`config.mk`:
```
export PLATFORM = sky130hd
export DESIGN_NAME = xor_fenwick_bank
export DESIGN_NICKNAME = d
export VERILOG_FILES = /design/src/rtl/xor_fenwick_bank_pkg.sv /design/src/rtl/xor_fenwick_bank_reduce.sv /design/src/rtl/xor_fenwick_bank.sv
export SDC_FILE = /design/constraint.sdc
export NUM_CORES = 1
export LEC_CHECK = 0
export ABC_AREA = 1
export CORE_AREA = 2 2 134 84
export CTS_CLUSTER_DIAMETER = 30
export DETAILED_ROUTE_END_ITERATION = 6
export DIE_AREA = 0 0 136 86
export GPL_TIMING_DRIVEN = 0
export PLACE_DENSITY = 0.84
export SYNTH_ARGS = -nofsm -noshare
export SYNTH_HDL_FRONTEND = slang
export SYNTH_SLANG_ARGS = --single-unit
```
`constraint.sdc`:
```
create_clock -name clk -period 4.1 [get_ports clk]
set_clock_uncertainty 0.2 [all_clocks]
set_input_delay 0.82 -clock clk [delete_from_list [all_inputs] [get_ports clk]]
set_output_delay 0.82 -clock clk [all_outputs]
set_load 0.005 [all_outputs]
```
`src/rtl/xor_fenwick_bank_pkg.sv`:
```
// Shared constants and types for the XOR Fenwick storage bank.
//   DEPTH  : entry count, tied to the 8-bit decoder masks
//   MASK_W : width of the upstream index-decoder masks
//   CNT_W  : clear-sweep counter width
//   state_t: bank control state
package xor_fenwick_bank_pkg;

    localparam int DEPTH  = 8;
    localparam int MASK_W = 8;
    localparam int CNT_W  = 3;

    typedef enum logic {
        IDLE  = 1'b0,
        CLEAR = 1'b1
    } state_t;

endpackage

```
`src/rtl/xor_fenwick_bank_reduce.sv`:
```
// xor_reduce8: combinational masked XOR-reduction of eight WIDTH-bit words.
//   words  : eight candidate words, words[i] is entry i
//   mask   : bit i selects words[i] into the reduction
//   result : XOR of all selected words (0 when mask is 0)
module xor_reduce8
    import xor_fenwick_bank_pkg::*;
#(
    parameter int WIDTH = 8
) (
    input  logic [DEPTH-1:0][WIDTH-1:0] words,
    input  logic [MASK_W-1:0]           mask,
    output logic [WIDTH-1:0]            result
);

    always_comb begin
        result = '0;
        for (int i = 0; i < DEPTH; i++) begin
            if (mask[i]) result = result ^ words[i];
        end
    end

endmodule

```
`src/rtl/xor_fenwick_bank.sv`:
```
// xor_fenwick_bank: eight-entry XOR storage bank driven by decoder masks.
//   clk, rst           : clock and synchronous active-high reset
//   upd_valid/ready    : update handshake; upd_mask selects entries, upd_data is the XOR delta
//   qry_valid/ready    : query handshake; qry_mask selects entries to XOR-reduce
//   res_valid/ready    : result handshake; res_data holds the reduced value
//   clr_req            : single-cycle request to zero the bank (8-cycle sweep)
//   busy               : high while the clear sweep runs
module xor_fenwick_bank
    import xor_fenwick_bank_pkg::*;
#(
    parameter int WIDTH = 8
) (
    input  logic              clk,
    input  logic              rst,
    input  logic              upd_valid,
    output logic              upd_ready,
    input  logic [MASK_W-1:0] upd_mask,
    input  logic [WIDTH-1:0]  upd_data,
    input  logic              qry_valid,
    output logic              qry_ready,
    input  logic [MASK_W-1:0] qry_mask,
    output logic              res_valid,
    input  logic              res_ready,
    output logic [WIDTH-1:0]  res_data,
    input  logic              clr_req,
    output logic              busy
);

    state_t                      state, state_nx;
    logic [CNT_W-1:0]            cnt;
    logic [DEPTH-1:0][WIDTH-1:0] entry, entry_next;
    logic [WIDTH-1:0]            qry_result;
    logic                        upd_fire, qry_fire;

    assign upd_ready = (state == IDLE);
    assign qry_ready = (state == IDLE) & (~res_valid | res_ready);
    assign busy      = (state == CLEAR);
    assign upd_fire  = upd_valid & upd_ready;
    assign qry_fire  = qry_valid & qry_ready;

    // Post-update entry values; the query reduces these so an update and a
    // query accepted on the same edge see each other (write-before-read).
    for (genvar i = 0; i < DEPTH; i++) begin : g_entry
        assign entry_next[i] = (upd_fire && upd_mask[i]) ? (entry[i] ^ upd_data) : entry[i];
    end

    xor_reduce8 #(.WIDTH(WIDTH)) u_reduce (
        .words  (entry_next),
        .mask   (qry_mask),
        .result (qry_result)
    );

    always_comb begin
        state_nx = state;
        case (state)
            IDLE:    if (clr_req) state_nx = CLEAR;
            CLEAR:   if (cnt == CNT_W'(DEPTH - 1)) state_nx = IDLE;
            default: state_nx = IDLE;
        endcase
    end

    always_ff @(posedge clk) begin
        if (rst) begin
            state <= IDLE;
            cnt   <= '0;
            entry <= '0;
        end else begin
            state <= state_nx;
            if (state == IDLE) begin
                entry <= entry_next;
                if (clr_req) cnt <= '0;
            end else begin
                // One entry per cycle; counter wraps back to 0 after entry 7.
                entry[cnt] <= '0;
                cnt        <= cnt + CNT_W'(1);
            end
        end
    end

    // Result register: reload on accepted query, otherwise drop valid on
    // consumption. Untouched by the clear sweep.
    always_ff @(posedge clk) begin
        if (rst) begin
            res_valid <= 1'b0;
            res_data  <= '0;
        end else if (qry_fire) begin
            res_valid <= 1'b1;
            res_data  <= qry_result;
        end else if (res_ready) begin
            res_valid <= 1'b0;
        end
    end

endmodule
```
Yosys cells after proc, flatten, opt, wreduce, memory -nomap -nowiden --
Index checks and enable logic that the tools add are counted. Widths: inputs -> output; s select.
Word-level totals: input port bits 30, word-level logic and storage cells 76, output and inout port bits 12, register bits 77
Operators by class: multiplexer cells 26, order comparisons 2, add/subtract/negate cells 1, bitwise gates (word level) 23, reductions and logical operators 11, equal/unequal tests 1
Operators by type and width (count):
- $mux 8 | 17
- $xor 8x8->8 | 15
- $and 64x64->64 | 1
- $mux 64 | 1
- $not 64->64 | 1
- $demux 8 s3 | 1
- $logic_and 1x1->1 | 9
- $mux 3 | 2
- $lt 3x4->1 const B | 1
- $mux 1 | 4
- $reduce_bool 2->1 | 2
- $add 3x1->3 const B | 1
- $and 1x1->1 | 3
- $eq 3x3->1 const B | 1
- $ge 3x1->1 const B | 1
- $not 1->1 | 2
- $pmux 1 s2 | 1
- $or 1x1->1 | 1

Logic depth before layout (Yosys ltp) --
Gate-level depths: netlist (run 1).
depth in word-level cells 19, gate-level depth with buffers 19, gate-level depth less buffers 17

Hierarchy --
From an unflattened synthesis (run 1), not the netlist that was laid out.
Second synthesis, totals: cells, all modules 1019, area total of the unflattened synthesis 6132.1 um2
By module, submodules not included:
- xor_fenwick_bank | times used 1, cells an instance 719, sequential area each 1541.5 um2, area each 4818.4 um2
- xor_reduce8 | times used 1, cells an instance 300, sequential area each 0.0 um2, area each 1313.8 um2

Worst setup path after synthesis (run 1) --
OpenSTA, ideal clock, no wires.
path type input -> register, from input upd_valid, to register res_data[7], cell stages on the path 15, arrival 2063 ps, setup slack 1720 ps, data required time 3783 ps, buffers on the path 2, setup time 117 ps, cells stage by stage buf_4 nand2_8 nor2_4 buf_6 nand2_1 xor2_1 nor2_1 nand2_1 nand2_1 nand2_1 nand2_1 nand2_1 nand2_1 nor2_1 nor2_1
Between the ends: word-level cells in the longest chain between the ends 18, elaborated cells between the ends (all ways) 32, classes of those cells 16 x mux; 8 x bitwise; 8 x reduce/logical
Ends and longest elaborated chain:
- start: declaration | line xor_fenwick_bank.sv:15 | input logic upd_valid,
- $and 1x1->1 * | line xor_fenwick_bank.sv:38 | assign upd_fire = upd_valid & upd_ready;
- $logic_and 1x1->1 | line xor_fenwick_bank.sv:44 | assign entry_next[i] = (upd_fire && upd_mask[i]) ? (entry[i] ^ upd_data) : entry[i];
- $mux 8 | line xor_fenwick_bank.sv:44
- $mux 8 | line xor_fenwick_bank_reduce.sv:18 | if (mask[i]) result = result ^ words[i];
- $xor 8x8->8 | line xor_fenwick_bank_reduce.sv:18
- $mux 8 | line xor_fenwick_bank_reduce.sv:18
- $xor 8x8->8 | line xor_fenwick_bank_reduce.sv:18
- $mux 8 | line xor_fenwick_bank_reduce.sv:18
- (+2 left out)
- $xor 8x8->8 | line xor_fenwick_bank_reduce.sv:18
- $mux 8 | line xor_fenwick_bank_reduce.sv:18
- $xor 8x8->8 | line xor_fenwick_bank_reduce.sv:18
- $mux 8 | line xor_fenwick_bank_reduce.sv:18
- $xor 8x8->8 | line xor_fenwick_bank_reduce.sv:18
- $mux 8 | line xor_fenwick_bank_reduce.sv:18
- $xor 8x8->8 | line xor_fenwick_bank_reduce.sv:18
- $mux 8 * | line xor_fenwick_bank_reduce.sv:18
- end signal: assignment | line xor_fenwick_bank.sv:88 | res_data <= qry_result;
- end: declaration | line xor_fenwick_bank.sv:24 | output logic [WIDTH-1:0] res_data,
Mark *: on every way between the ends. The rest lies on a longest branch, timed or not. A chain may end at the register's enable or synchronous reset.

Worst setup path after layout (run 1) --
from register state (netlist: busy), to output upd_ready
Between the ends: word-level cells in the longest chain between the ends 1
Ends and longest elaborated chain:
- start: declaration | line xor_fenwick_bank.sv:29 | state_t state, state_nx;
- start signal: assignment | line xor_fenwick_bank.sv:68 | state <= state_nx;
- $not 1->1
- end: declaration | line xor_fenwick_bank.sv:16 | output logic upd_ready,
No other way between the ends.

==> impl_results.md, run 1 <==
* First-pass GRT wire length at 27,000 um
* Pleak at 2.98 nW
* Initial core utilization at 0.549
* Number of synthesized register bits at 77
* GRT Total Usage at 0.300
* Share of the synthesized area in the top cell type at 0.270
* Share of layout cells above drive strength 1 at 0.0482
* TNS Setup at 0 ns
* Share of the core filled with cells at 0.614
* Clock transition at path regs at 0.06 ns
* Async set-reset flop share out of synthesis at 0
* Worst path required time at 3.08 ns
* Number of CTS-inserted buffers at 9
* Synthesis Warnings at 0
* Slew @ Worst Pin at 0.871 ns
* WL per Instance at 14.5 um
* Hold Crit Class: flip-flop to flip-flop
* Synth area leaders: dfxtp_1, nand2_1, nand3_1
* Final hold viol count at 0
* Highest clock rate at 282 MHz
* Largest net degree at the start of global routing at 12
* Maximum clock path buffer count at 2
* Synth Instances at 957
* Fin crit share at 0.866
* Final WL at 16,500 um
* ANT cells at 0
* Slew HR at 0.416
* RSZ-0062 raised after global routing: false
* Critical Path Max Stage Delay at 0.62 ns
* CP Data Arrival Time at 2.53 ns
* Hpwl dp at 12,400 um
* Post-place setup slack at 0.952 ns
* Initial drt markers at 531
* Routed vias/inst at 5.34
* H-tree depth at 3
* Number of synthesized flops with an enable pin at 0
* Crit-path max FO at 10
* WS Path Type: flip-flop to output port
* Register area at 1540 um^2
* Area Growth Syn to Fin at 11.8%
* DRT Pass-1 Iters at 5
* Post-route ant nets at 0
* GR Overflow Total at 0
* Via count at 6,058
* Critical path launch point type: flip-flop
* Yosys top cell by area: dfxtp_1
* Register area share after synthesis at 0.270
* Post-Syn Area at 5700 um^2
* Die H at 86 um
* Clk_lat worst skew at 0.35 ns
* Synth Flop Type: dfxtp_1
* Num Clock Sinks at 77
* Syn Area/Cell at 5.96 um^2
* Row cnt at 29
* IO Port Bufs at 25
* Crit path setup slack, layout at 0.551 ns
* Setup crit end kind: output port
* Final setup violation count at 0
* Cell family with most CP delay: buffers and inverters
* Layout net count at 1,025
* Cell Chain, Critical Path: buf_6 -> inv_8 -> clkbuf_1 -> buf_1 -> clkdlybuf4s50_1
* Clock root buffer: clkbuf_16
* Core ar. at 10,400 um^2
* DIE AREA at 11,700 um^2
* # Max-Cap Violations at 0
* Worst vdd ir at 219 uV
* Slew Limit Fails at 0
* Vias in the first global route at 5,493
* Yosys cell types at 36
* Post_cts resized at 0
* Fill count at 1,002
* Cell at the slowest stage of the critical path: clkdlybuf4s50_1
* Hold buffers post-CTS at 0
* Setup Fix Bufs, Post-CTS at 0
* Placer congestion estimate at 0.932
* Minimum clock period after layout at 3.55 ns
* Remaining DRCs at 0
* Initial antenna violation count at 0
* CTS tree: built
* I/O pin cnt at 42
* X dimension of the die at 136 um
* Pwr Total at 2.12 mW
* Post-Syn Nets at 989
* Pwr Density at 333 nW/um^2
* WP buf/inv at 5
* Status: completed
* Area of the multi-input gates at 3520 um^2
## power breakdown
part	internal, mW	switching, mW	leakage, nW	total, mW
combinational	0.210	0.365	2.23	0.575
clock	0.400	0.317	0.125	0.717
sequential	0.796	0.0364	0.629	0.833
## cells in the final DEF (no fill, tap or decap), types with 5 or more instances in the layout
cell type / count
nand3_1: 122
inv_1: 120
o31ai_1: 5
clkbuf_16: 9
nor2_1: 32
a21oi_1: 67
clkdlybuf4s50_1: 25
clkbuf_1: 23
xor2_1: 20
o21ai_0: 7
nor2_4: 5
buf_2: 8
dfxtp_1: 77
nand2_1: 378
or2_2: 6
o21a_1: 6
xnor2_1: 46
## worst reg2reg max path, delay by kind of cell (launching register included)
family        cells  cell delay, ns
flops             1            0.32
buf+inv           3            0.23
simple gates      9            1.23
xor+xnor          1            0.33
## state kept, by name, indices dropped and copies added, names as in the netlist
register   flops
entry         64
res_valid      1
cnt            3
res_data       8
busy           1
## cell type report
class | count | share of cell area
tap | 139 | 0.0273
buffer | 34 | 0.0245
sequential | 77 | 0.242
inverter | 127 | 0.0760
clock inverter | 3 | 0.00236
multi-input combinational | 719 | 0.552
timing repair buffer | 25 | 0.0393
clock buffer | 11 | 0.0365
## cell usage after synthesis (6+ instances only)
master    instances
a21oi_1          67
buf_2             8
clkbuf_1         21
dfxtp_1          77
inv_1           120
nand2_1         378
nand3_1         122
nor2_1           32
o21a_1            6
o21ai_0           7
or2_2             6
xnor2_1          46
xor2_1           20
## worst paths after layout
| path | depth (start not counted) | end | from | slack (ns) |
|---|---|---|---|---|
| worst max-delay path | 5 | upd_ready | busy | 0.55 |
| worst min register to register | 2 | entry[63] | entry[63] | 0.28 |
| worst max register to register | 13 | res_data[3] | busy | 1.69 |
| worst min-delay path | 2 | entry[63] | entry[63] | 0.28 |
## cells by family (layout without fill, tap and decap cells)
family,Yosys count,after routing,synth area share
AND/OR/NAND/NOR,553,553,0.414
buffers and inverters,161,200,0.112
AO/OA/AOI/OAI,96,96,0.0915
flip-flops,77,77,0.270
XOR/XNOR,68,68,0.107
adder cells (fa/ha/maj),2,2,0.00439
## metal layers
metal | GRT usage | vias to the layer above | share of wire
met4 | 0.0871 | 0 | 0.018
met1 | 0.410 | 2750 | 0.45
li1 | - | 3045 | -
met3 | 0.0721 | 28 | 0.10
met5 | 0 | - | 0
met2 | 0.471 | 235 | 0.43
## per-stage QoR
stage          hold slack [ns]  area [um^2]  instances
2_1_floorplan            0.254         5700        957
3_3_place_gp             0.263         6120       1121
3_5_place_dp             0.270         6120       1121
4_1_cts                  0.279         6370       1135
5_1_grt                  0.294         6370       1135
6_report                 0.277         6370       1135
No activity file was read; power rests on OpenSTA's default activity.
==> run 2: changes to the inputs <==
--- a/config.mk
+++ b/config.mk
@@ -6,10 +6,10 @@
 export NUM_CORES = 1
 export LEC_CHECK = 0
 export ABC_AREA = 1
-export CORE_AREA = 2 2 134 84
+export CORE_AREA = 5 5 137 87
 export CTS_CLUSTER_DIAMETER = 30
 export DETAILED_ROUTE_END_ITERATION = 6
-export DIE_AREA = 0 0 136 86
+export DIE_AREA = 0 0 142 92
 export GPL_TIMING_DRIVEN = 0
 export PLACE_DENSITY = 0.84
 export SYNTH_ARGS = -nofsm -noshare
==> run 2 against run 1 <==
- via count increased by 0.51%
- clock power rose by 2%
- combinational power is essentially flat
==> impl_results.md, run 2 (synthesized netlist as in run 1, its figures left out) <==
* Regs by FF count: entry x64, res_data x8, cnt x3 (unchanged)
* Hold_ws at 0.279 ns (was 0.277 ns)
* Setup crit end kind: output port (unchanged)
* Status: completed (unchanged)
* Final hold viol count at 0 (unchanged)
* RR Endpoint: res_data[4] (was res_data[3])
* Hpwl dp at 12,400 um (about the same)
* CP Depth at 5 (unchanged)
* Commonest cells after routing, fill and taps aside: nand2_1, nand3_1, inv_1 (unchanged)
* Reg-to-Reg Start: busy (unchanged)
* Post_cts resized at 0 (unchanged)
* ANT cells at 0 (unchanged)
* Core ar. at 10,400 um^2 (unchanged)
* Clock transition at path regs at 0.06 ns (about the same)
* Area Growth Syn to Fin at 12.0% (was 11.8%)
* Final Instance Area at 6380 um^2 (was 6370 um^2)
* Largest Register: entry (unchanged)
* Fin cells at 1,136 (was 1,135)
* Hold EP: entry[36] (was entry[63])
* Hold Crit Class: flip-flop to flip-flop (unchanged)
* Num Clock Sinks at 77 (unchanged)
* Pwr Density at 335 nW/um^2 (was 333 nW/um^2)
* Slew @ Worst Pin at 0.775 ns (was 0.871 ns)
* GR Overflow Total at 0 (unchanged)
* Final setup violation count at 0 (unchanged)
* WL per Instance at 14.4 um (was 14.5 um)
* Clock root buffer: clkbuf_16 (unchanged)
* WS Path Type: flip-flop to output port (unchanged)
* Die H at 92 um (was 86 um)
* Pwr Total at 2.14 mW (was 2.12 mW)
* Vias in the first global route at 5,453 (was 5,493)
* Crit-path max FO at 10 (unchanged)
* Cell Chain, Critical Path: buf_6 -> inv_8 -> clkbuf_1 -> buf_1 -> clkdlybuf4s50_1 (unchanged)
* Cell family with most CP delay: buffers and inverters (unchanged)
* Worst path required time at 3.08 ns (about the same)
* DRT Pass-1 Iters at 5 (unchanged)
* TNS Setup at 0 ns (unchanged)
* Initial core utilization at 0.549 (unchanged)
* Initial drt markers at 455 (was 531)
* H-tree depth at 3 (unchanged)
* Clk_lat worst skew at 0.34 ns (was 0.35 ns)
* DIE AREA at 13,100 um^2 (was 11,700 um^2)
* DP Area at 6120 um^2 (unchanged)
* Row cnt at 29 (unchanged)
* I/O pin cnt at 42 (unchanged)
* Inst Count DP at 1,121 (unchanged)
* Fin crit share at 0.857 (was 0.866)
* Max reg flops at 64 (unchanged)
* Placer congestion estimate at 0.934 (was 0.932)
* Remaining DRCs at 0 (unchanged)
* Slew Limit Fails at 0 (unchanged)
* RSZ-0062 raised after global routing: false (unchanged)
* Hold_sp: entry[36] (was entry[63])
* First-pass GRT wire length at 26,400 um (was 27,000 um)
* R2R cell count at 17 (was 13)
* CP Data Arrival Time at 2.49 ns (was 2.53 ns)
* Largest net degree at the start of global routing at 12 (unchanged)
* Via count at 6,089 (was 6,058)
* Commonest non-fill, non-tap cell in the layout: nand2_1 (unchanged)
* Minimum clock period after layout at 3.51 ns (was 3.55 ns)
* Critical Path Max Stage Delay at 0.62 ns (about the same)
* R2r setup slk at 1.79 ns (was 1.69 ns)
* GRT Total Usage at 0.255 (was 0.300)
* Slew HR at 0.481 (was 0.416)
* Critical path launch point type: flip-flop (unchanged)
* Layout net count at 1,025 (unchanged)
* X dimension of the die at 142 um (was 136 um)
* Routed vias/inst at 5.36 (was 5.34)
* Pleak at 2.99 nW (was 2.98 nW)
* Worst vdd ir at 272 uV (was 219 uV)
* Hold buffers post-CTS at 0 (unchanged)
* Highest clock rate at 285 MHz (was 282 MHz)
* WP buf/inv at 5 (unchanged)
* IO Port Bufs at 25 (unchanged)
* Initial antenna violation count at 0 (unchanged)
* Hold path depth at 2 (unchanged)
* Share of layout cells above drive strength 1 at 0.0481 (was 0.0482)
* CTS tree: built (unchanged)
* Maximum clock path buffer count at 2 (unchanged)
* Setup Fix Bufs, Post-CTS at 0 (unchanged)
* Final WL at 16,300 um (was 16,500 um)
* Post-route ant nets at 0 (unchanged)
* # Max-Cap Violations at 0 (unchanged)
* Cell at the slowest stage of the critical path: clkdlybuf4s50_1 (unchanged)
* Number of CTS-inserted buffers at 9 (unchanged)
run 2: final cells by class:
class                           count  area (um^2)
Multi-Input combinational cell    719         3520
Buffer                             34          156
Fill cell                         992         3990
Clock buffer                       13          250
Tap cell                          139          174
Inverter                          127          484
Clock inverter                      2         10.0
Timing Repair Buffer               25          250
Sequential cell                    77         1540
run 2: worst min-delay path: cells and delay by family (launching register included):
| family | cells | cell delay (ns) |
|---|---|---|
| flip-flops | 1 | 0.32 |
| AO/OA/AOI/OAI | 1 | 0.05 |
| AND/OR/NAND/NOR | 1 | 0.06 |
run 2: layer usage:
metal | up-vias | share of wire | global-route usage
li1 | 3061 | - | -
met1 | 2757 | 0.46 | 0.350
met2 | 237 | 0.42 | 0.384
met3 | 34 | 0.097 | 0.0702
met4 | 0 | 0.023 | 0.0879
met5 | - | 0 | 0
run 2: power by group:
group / total (mW) / internal (mW) / switching (mW)
sequential: 0.832 / 0.796 / 0.0357
combinational: 0.573 / 0.210 / 0.363
clock: 0.733 / 0.422 / 0.311
run 2: stage by stage:
step,util,setup slack (ns)
final,0.615,0.585
after detailed placement,0.590,0.988
after CTS,0.615,0.609
after floorplan,-,1.72
after global routing,0.615,0.512
after global placement,0.590,0.968
run 2: how the worst max path moves through the flow:
| stage | to | slack (ns) | from |
|---|---|---|---|
| final | upd_ready | 0.59 | busy |
| after global placement | upd_ready | 0.97 | busy |
| after CTS | upd_ready | 0.61 | busy |
| after global routing | upd_ready | 0.51 | busy |
| after detailed placement | upd_ready | 0.99 | busy |
| after floorplan | res_data[7] | 1.72 | upd_valid |
